--- config.mk ---
export PLATFORM = sky130hd
export DESIGN_NAME = uart_program_loader_tx
export DESIGN_NICKNAME = d
export VERILOG_FILES = /design/src/rtl/uart_program_loader_tx.sv
export SDC_FILE = /design/constraint.sdc
export NUM_CORES = 1
export LEC_CHECK = 0
export ABC_AREA = 1
export CORE_MARGIN = 10
export CORE_UTILIZATION = 59
export DETAILED_ROUTE_END_ITERATION = 8
export GPL_TIMING_DRIVEN = 0
export HOLD_SLACK_MARGIN = 0.06
export PLACE_DENSITY = 0.81
export SYNTH_ARGS = -nofsm -noshare
export SYNTH_HDL_FRONTEND = slang
export SYNTH_SLANG_ARGS = --single-unit
export TNS_END_PERCENT = 20
--- constraint.sdc ---
create_clock -name clk -period 4.4 [get_ports clk]
set_clock_uncertainty 0.2 [all_clocks]
set_input_delay 0.88 -clock clk [delete_from_list [all_inputs] [get_ports clk]]
set_output_delay 0.88 -clock clk [all_outputs]
set_load 0.01 [all_outputs]
--- src/rtl/uart_program_loader_tx.sv ---
// Streams 32-bit program words LSB-first as 8N1 UART frames, then a sentinel word after the last (even parity with UART_LOADER_PARITY_EN).
// Latency: start bit 2 clks after accept; backpressure: s_ready low while hold is full or from last-accept until done.
module uart_program_loader_tx #(
  parameter int          CLKS_PER_BIT = 4,
  parameter logic [31:0] SENTINEL     = 32'hFFFF_FFFF
) (
  input  logic        clk,
  input  logic        reset_n,
  input  logic        s_valid,
  output logic        s_ready,
  input  logic [31:0] s_data,
  input  logic        s_last,
  output logic        tx,
  output logic        busy,
  output logic        done,
  output logic [15:0] words_sent
);

  localparam int CNT_W = $clog2(CLKS_PER_BIT);

`ifdef UART_LOADER_PARITY_EN
  typedef enum logic [2:0] {ST_IDLE, ST_START, ST_DATA, ST_PARITY, ST_STOP, ST_NEXT} state_t;
`else
  typedef enum logic [2:0] {ST_IDLE, ST_START, ST_DATA, ST_STOP, ST_NEXT} state_t;
`endif

  state_t             state_q;
  logic [CNT_W-1:0]   cnt_q;
  logic [2:0]         bit_idx_q;
  logic [1:0]         byte_idx_q;
  logic [31:0]        active_q;
  logic               act_last_q;
  logic               act_sent_q;
  logic [31:0]        hold_q;
  logic               hold_last_q;
  logic               hold_full_q;
  logic               lock_q;
  logic               s_ready_q;
  logic               tx_q;
  logic               done_q;
  logic [15:0]        words_q;

  logic               accept;
  logic               timer_done;
  logic               final_byte;
  logic               hold_pop;
  logic               hold_full_d;
  logic               lock_d;
  logic               tx_d;
  logic [7:0]         cur_byte;

  assign accept     = s_valid && s_ready_q;
  assign timer_done = (cnt_q == CNT_W'(CLKS_PER_BIT - 1));
  assign final_byte = (byte_idx_q == 2'd3);
  assign cur_byte   = active_q[{byte_idx_q, 3'b000} +: 8];

  // Hold drains into active from IDLE, or at the end of a word unless the sentinel must follow.
  assign hold_pop = hold_full_q &&
                    ((state_q == ST_IDLE) || ((state_q == ST_NEXT) && final_byte && !act_last_q));

  always_comb begin
    hold_full_d = hold_full_q;
    if (accept) begin
      hold_full_d = 1'b1;
    end else if (hold_pop) begin
      hold_full_d = 1'b0;
    end
  end

  // Lockout spans from the last-word accept through the done cycle.
  always_comb begin
    lock_d = lock_q;
    if (accept && s_last) begin
      lock_d = 1'b1;
    end else if (done_q) begin
      lock_d = 1'b0;
    end
  end

  always_comb begin
    tx_d = 1'b1;
    case (state_q)
      ST_START:  tx_d = 1'b0;
      ST_DATA:   tx_d = cur_byte[bit_idx_q];
`ifdef UART_LOADER_PARITY_EN
      ST_PARITY: tx_d = ^cur_byte;
`endif
      default:   tx_d = 1'b1;
    endcase
  end

  // tx and done are registered from the state, so they trail it by one clk.
  always_ff @(posedge clk or negedge reset_n) begin
    if (!reset_n) begin
      state_q     <= ST_IDLE;
      cnt_q       <= '0;
      bit_idx_q   <= '0;
      byte_idx_q  <= '0;
      active_q    <= '0;
      act_last_q  <= 1'b0;
      act_sent_q  <= 1'b0;
      hold_q      <= '0;
      hold_last_q <= 1'b0;
      hold_full_q <= 1'b0;
      lock_q      <= 1'b0;
      s_ready_q   <= 1'b0;
      tx_q        <= 1'b1;
      done_q      <= 1'b0;
      words_q     <= '0;
    end else begin
      hold_full_q <= hold_full_d;
      lock_q      <= lock_d;
      s_ready_q   <= !hold_full_d && !lock_d;
      tx_q        <= tx_d;
      done_q      <= 1'b0;
      if (accept) begin
        hold_q      <= s_data;
        hold_last_q <= s_last;
      end
      cnt_q <= timer_done ? '0 : cnt_q + CNT_W'(1);

      case (state_q)
        ST_IDLE: begin
          cnt_q <= '0;
          if (hold_full_q) begin
            active_q   <= hold_q;
            act_last_q <= hold_last_q;
            act_sent_q <= 1'b0;
            byte_idx_q <= '0;
            state_q    <= ST_START;
          end
        end
        ST_START: begin
          if (timer_done) begin
            bit_idx_q <= '0;
            state_q   <= ST_DATA;
          end
        end
        ST_DATA: begin
          if (timer_done) begin
            bit_idx_q <= bit_idx_q + 3'd1;
            if (bit_idx_q == 3'd7) begin
`ifdef UART_LOADER_PARITY_EN
              state_q <= ST_PARITY;
`else
              state_q <= ST_STOP;
`endif
            end
          end
        end
`ifdef UART_LOADER_PARITY_EN
        ST_PARITY: begin
          if (timer_done) begin
            state_q <= ST_STOP;
          end
        end
`endif
        ST_STOP: begin
          if (timer_done) begin
            state_q <= ST_NEXT;
          end
        end
        ST_NEXT: begin
          cnt_q      <= '0;
          byte_idx_q <= byte_idx_q + 2'd1;
          if (!final_byte) begin
            state_q <= ST_START;
          end else begin
            if (!act_sent_q) begin
              words_q <= words_q + 16'd1;
            end
            if (act_sent_q) begin
              done_q <= 1'b1;
            end
            if (act_last_q) begin
              active_q   <= SENTINEL;
              act_last_q <= 1'b0;
              act_sent_q <= 1'b1;
              state_q    <= ST_START;
            end else if (hold_full_q) begin
              active_q   <= hold_q;
              act_last_q <= hold_last_q;
              act_sent_q <= 1'b0;
              state_q    <= ST_START;
            end else begin
              state_q <= ST_IDLE;
            end
          end
        end
        default: state_q <= ST_IDLE;
      endcase
    end
  end

  assign s_ready    = s_ready_q;
  assign tx         = tx_q;
  assign done       = done_q;
  assign words_sent = words_q;
  assign busy       = (state_q != ST_IDLE) || hold_full_q;

endmodule

==> out/qor.yml, run 1 <==
critical_path:
  critPathKind: "reg -> out"
  end_kind: "output port"
  startpoint_type: "register"
  cp-endpoint: "busy"
  arrival_ps: 1980
  timing.rr.start: "state_q[0]"
  rrSetupSlack_ps: 2450
  r2r_end: "active_q[13]"
  worstPathMaxFanout: 6
  reg2regPathDepth: 9
  cp.required_ps: 3320
  cp-startpoint: "state_q[0]"
clocking:
  clock_sinks: 98
  cts_root_buf: "clkbuf_8"
  clock_path_buffers: 2
  cts_resized: 0
  cts_setup_buffers: 0
  clock_latency_ps: 380
  path_clk_slew_ps: 100
  cts_tree: "yes"
  h-tree-depth: 3
  numCtsBuffers: 9
  cts_hold_buf: 0
layout:
  fillers: 565
  final_common_cell: "nand2_1"
  drive_gt1_share_pct: 6.71
  regArea_sq_um: 2450
  syn2layout_area_growth_pct: 20.0
  diodes: 0
  nets: 632
  mostFrequentLayoutCells: "nand2_1 (237), dfrtp_1 (97), nand3_1 (68)"
  multi_input_area_sq_um: 1750
detailed_routing:
  antenna_left: 0
  viasPerCell: 5.26
  drtPass1Iterations: 6
  drt_iter0_drc: 218
  routed_wl_um: 9950
  drc: 0
  routedWlPerCell_um: 14.3
  num_vias: 3653
logic_synthesis:
  synth-simple-area-share_pct: 33.1
  synthXorXnorAreaFrac_pct: 2.58
  postSynthAreaPerCell_sq_um: 8.43
  synth_seq_area_share_pct: 55.5
  yosysUniqueCellTypes: 30
  synth-compound-area-share_pct: 2.63
  ys_ff_latch: 98
  synth_mux_area_share_pct: 0
  synth_fa_ha_area_share_pct: 1.42
  syn_nets: 565
  synth_top_family_by_area: "simple AND/OR/NAND/NOR gates"
  syn_inst: 524
  synth_warnings: 0
  syn_area_sq_um: 4420
place:
  routabilityCongestion: 0.922
  pre_cts_slack_ps: 1740
  port_buffers: 55
  dp_hpwl_um: 7330
job:
  maxCapViolCount: 0
timing:
  rsz0062_at_grt: "false"
  fmax_ghz: 0.326
  setup_violations: 0
  finalHoldViolations: 0
  fin_crit_ps: 3060
  finalMaxSlewViolations: 0
  tns_ps: 0
  slew_headroom_pct: 62.7
  fin_ws_ps: 1340
  tightest_slew_ps: 556
  finalCritPeriodShare_pct: 69.6
floorplan:
  die_width_um: 107
  io_pins: 56
  core_sq_um: 7250
  die-area_sq_um: 11400
  initial_core_util_pct: 60.9
  dieHeight_um: 107
  rows: 31
min_path:
  hp-class: "reg -> reg"
  hold_depth: 1
grt:
  overflow: 0
  grt_pass1_vias: 3694
  grt_usage_pct: 18.2
  grt_pass1_wl_um: 17000
  antenna_found_initial: 0
  grtUsageMet2_pct: 29.9
  grt-busiest-layer: "met2"
  use_met1_pct: 22.5
  grt_max_degree: 62
  grt_util_met3_pct: 5.43
power_and_ir_drop:
  p_leak_nw: 2.76
  vdd_drop_max_v: 0.000169
  power_density_nw_per_um2: 284
outcome:
  status: "completed"
==> cell families (layout without fill, tap and decap cells) <==
kind of cell	after synthesis	after routing
AO/OA/AOI/OAI	21	21
XOR/XNOR	13	13
adder cells (fa/ha/maj)	5	5
buffers and inverters	46	118
flip-flops	98	98
AND/OR/NAND/NOR	341	341
==> state kept, by name (all words and copies together) (netlist names) <==
| register | count |
|---|---|
| hold_full_q | 1 |
| done | 1 |
| hold_q | 32 |
| words_sent | 16 |
| tx | 1 |
| bit_idx_q | 3 |
| act_sent_q | 1 |
| s_ready | 1 |
| hold_last_q | 1 |
| lock_q | 1 |
| cnt_q | 2 |
| active_q | 32 |
| act_last_q | 1 |
| state_q | 3 |
| byte_idx_q | 2 |
==> synth_stat cells <==
cell type	count	share of area, %
ha_1	5	1.4
inv_2	2	0.17
nand2_4	2	0.51
xnor2_1	5	0.99
buf_6	3	0.76
o211ai_1	1	0.17
nor3_1	7	0.79
nand2_1	237	20
dfrtp_1	97	55
o21ai_0	14	1.6
a21oi_1	2	0.23
clkbuf_1	10	0.85
nor4_1	1	0.14
inv_1	24	2.0
nand3b_1	1	0.17
o22ai_1	1	0.14
dfstp_2	1	0.59
nor2_1	17	1.4
nor2_4	3	0.76
nand3_2	1	0.23
nand3_1	68	7.7
buf_4	3	0.51
xor2_1	8	1.6
nand4_1	1	0.14
nor2_2	1	0.14
a32o_1	1	0.23
nor2_8	2	0.91
buf_2	3	0.34
clkinv_2	1	0.11
a31oi_1	2	0.28
==> cell type report <==
class                      instances  share of cell area (%)
inverter                          27                    1.93
clock buffer                       9                    2.34
clock inverter                     7                    1.13
multi-input combinational        380                    33.1
buffer                            19                    2.05
timing repair buffer              56                    10.9
tap                               99                    2.34
sequential                        98                    46.3
==> worst min-delay path by stage <==
stage                     slack (ps)       end     start
final                            240  cnt_q[0]  cnt_q[0]
after global routing             280  cnt_q[0]  cnt_q[0]
after CTS                        250  cnt_q[0]  cnt_q[0]
after detailed placement         230  cnt_q[0]  cnt_q[0]
after global placement           230  cnt_q[0]  cnt_q[0]
after floorplan                  210  cnt_q[0]  cnt_q[0]
==> power by group <==
part | internal, mW | switching, mW
combinational | 0.0291 | 0.0212
sequential | 0.900 | 0
clock | 0.217 | 0.340
==> worst max-delay path, stage by stage, from the launching register on <==
cell	delay [ps]
dfrtp_1	460
nor2_4	220
inv_2	60
nor2_1	210
nand2_1	150
clkdlybuf4s50_1	510
==> through the flow <==
step                std cells  total power, mW  util, %  cell area [sq um]  hold WS, ps
floorplan                 524            0.918        -               4420          215
global placement          678            0.966     70.2               5090          228
detailed placement        679            0.969     70.6               5120          233
CTS                       695             1.52     73.1               5300          247
global route              695             1.55     73.1               5300          278
finish                    695             1.51     73.1               5300          242
==> per-layer routing <==
| layer | part of all wire [%] | wire length (um) | vias to the layer above |
|---|---|---|---|
| li1 | - | - | 1791 |
| met1 | 44 | 4370 | 1741 |
| met2 | 49 | 4830 | 106 |
| met3 | 6.1 | 606 | 15 |
| met4 | 1.5 | 150 | 0 |
| met5 | 0 | 0 | - |
Power figures use the tool's default switching activity.
==> run 2: changes to the inputs <==
CORE_UTILIZATION = 50   (was 59)
PLACE_DENSITY = 0.73   (was 0.81)
clock period = 2.5 ns   (was 4.4 ns; I/O delays follow)
==> out/qor.yml, run 2 (synthesis results as in run 1) <==
layout:
  diodes: 0  # unchanged
  fillers: 790  # was 565
  drive_gt1_share_pct: 7.02  # was 6.71%
  regArea_sq_um: 2450  # unchanged
  mostFrequentLayoutCells: "nand2_1 (237), dfrtp_1 (97), nand3_1 (68)"  # unchanged
  syn2layout_area_growth_pct: 21.4  # was 20.0%
  post-route-util_pct: 61.8  # was 73.1%
  multi_input_area_sq_um: 1760  # was 1750 sq um
  fin_cells: 706  # was 695
  nets: 634  # was 632
  final_common_cell: "nand2_1"  # unchanged
grt:
  antenna_found_initial: 0  # unchanged
  overflow: 0  # unchanged
  grt_pass1_wl_um: 16800  # was 17,000 um
  grt_usage_pct: 15.5  # was 18.2%
  grt_pass1_vias: 3628  # was 3,694
  grt_max_degree: 55  # was 62
place:
  dp_hpwl_um: 7310  # was 7330 um
  port_buffers: 55  # unchanged
  pre_cts_slack_ps: 193  # was 1740 ps
  dp.cells: 688  # was 679
  routabilityCongestion: 0.860  # was 0.922
detailed_routing:
  antenna_left: 0  # unchanged
  viasPerCell: 5.06  # was 5.26
  drtPass1Iterations: 5  # was 6
  drc: 0  # unchanged
  num_vias: 3573  # was 3,653
  routed_wl_um: 9880  # was 9950 um
  drt_iter0_drc: 185  # was 218
  routedWlPerCell_um: 14.0  # was 14.3 um
timing:
  fmax_ghz: 0.464
  fin_crit_ps: 2150
  slew_headroom_pct: 58.5  # was 62.7%
  setup_violations: 0  # unchanged
  tightest_slew_ps: 618  # was 556 ps
  finalMaxSlewViolations: 0  # unchanged
  tns_ps: 0  # unchanged
  rsz0062_at_grt: "false"  # unchanged
  finalCritPeriodShare_pct: 86.1
  finalHoldViolations: 0  # unchanged
  fin_ws_ps: 347  # was 1340 ps
outcome:
  status: "completed"  # unchanged
clocking:
  cts_root_buf: "clkbuf_8"  # unchanged
  numCtsBuffers: 9  # unchanged
  clock_path_buffers: 2  # unchanged
  path_clk_slew_ps: 90  # was 100 ps
  h-tree-depth: 3  # unchanged
  clock_latency_ps: 360  # was 380 ps
  cts_tree: "yes"  # unchanged
  clock_sinks: 98  # unchanged
critical_path:
  cp.required_ps: 1800  # was 3320 ps
  critPathKind: "reg -> out"  # unchanged
  critPathTopFamily: "flip-flops"  # was simple AND/OR/NAND/NOR gates
  timing.rr.start: "state_q[2]"  # was state_q[0]
  cp_slowest_cell: "dfrtp_1"  # was clkdlybuf4s50_1
  crit_chain: "nor2_4, inv_2, nor2_2, nand2_1, dlymetal6s2s_1"  # was nor2_4, inv_2, nor2_1, nand2_1, clkdlybuf4s50_1
  crit_buf_inv: 2  # unchanged
  worstPathMaxFanout: 5  # was 6
  cp-startpoint: "state_q[0]"  # unchanged
  startpoint_type: "register"  # unchanged
  end_kind: "output port"  # unchanged
  arrival_ps: 1450  # was 1980 ps
  critPathMaxStageDelay_ps: 460  # was 510 ps
floorplan:
  io_pins: 56  # unchanged
  dieHeight_um: 114  # was 107 um
  core_sq_um: 8680  # was 7250 sq um
  die-area_sq_um: 13000  # was 11,400 sq um
  initial_core_util_pct: 50.9  # was 60.9%
  rows: 34  # was 31
  die_width_um: 114  # was 107 um
min_path:
  worstHoldStart: "cnt_q[0]"  # unchanged
  hp-class: "reg -> reg"  # unchanged
job:
  maxCapViolCount: 0  # unchanged
power_and_ir_drop:
  p_leak_nw: 2.77  # was 2.76 nW
  power_density_nw_per_um2: 510  # was 284 nW/um^2
  vdd_drop_max_v: 0.000283  # was 0.000169 V
-- run 2: worst paths after layout --
kind	to	slack [ps]	cells after the start
worst max-delay path	busy	350	5
worst min-delay path	cnt_q[0]	250	1
worst max register to register	bit_idx_q[2]	580	6
worst min register to register	cnt_q[0]	250	1
max in group asynchronous	hold_q[0]	940	3
min in group asynchronous	hold_q[6]	480	2
-- run 2: cell type report --
class                           count  area share (%)
Sequential cell                    98            45.7
Multi-Input combinational cell    380            32.8
Timing Repair Buffer               58            11.1
Clock buffer                       11            2.82
Tap cell                          108            2.52
Buffer                             19            2.03
Inverter                           27            1.91
Clock inverter                      5            1.12
-- run 2: per-layer routing --
layer / up-vias / wire length, um / GRT usage [%]
met5: - / 0 / 0
met2: 102 / 4810 / 24.8
met3: 10 / 609 / 4.20
met1: 1656 / 4350 / 20.1
met4: 0 / 105 / 4.43
li1: 1805 / - / -
-- run 2: metrics by stage --
step / total power [mW] / hold slack [ps] / cell area [sq um]
2_1_floorplan: 1.62 / 4.41 / 4420
3_3_place_gp: 1.70 / 227 / 5100
3_5_place_dp: 1.71 / 234 / 5130
4_1_cts: 2.76 / 247 / 5360
5_1_grt: 2.83 / 259 / 5360
6_report: 2.74 / 253 / 5360
-- run 2: timing repair --
action | 4_1_cts | 5_1_grt
buffers inserted | 1 | 0
endpoints found under the setup margin | 1 | 1
pin swaps | 1 | 0
resized for setup | 1 | 1
hold endpoints to repair | 43 | 0
cloned | 0 | 0
hold buffers | 1 | 0
-- run 2: worst register-to-register path: stages (launching register included) --
cell and delay, ps:
dfrtp_1 500, nor3_1 580, inv_1 90, nand2_1 100, inv_1 50, nor2_1 170
o21ai_0 120
-- run 2: power breakdown --
part | switching [mW] | total (mW) | internal [mW]
logic | 0.0376 | 0.0899 | 0.0523
clock network | 0.542 | 1.06 | 0.521
registers | 0 | 1.58 | 1.58
total | 0.579 | 2.74 | 2.16
==> run 3: changes to the inputs <==
GPL_ROUTABILITY_DRIVEN = 0   (was not set)
==> results of run 3 <==
No change in the layout: final DEF, timing and power equal those of run 2.
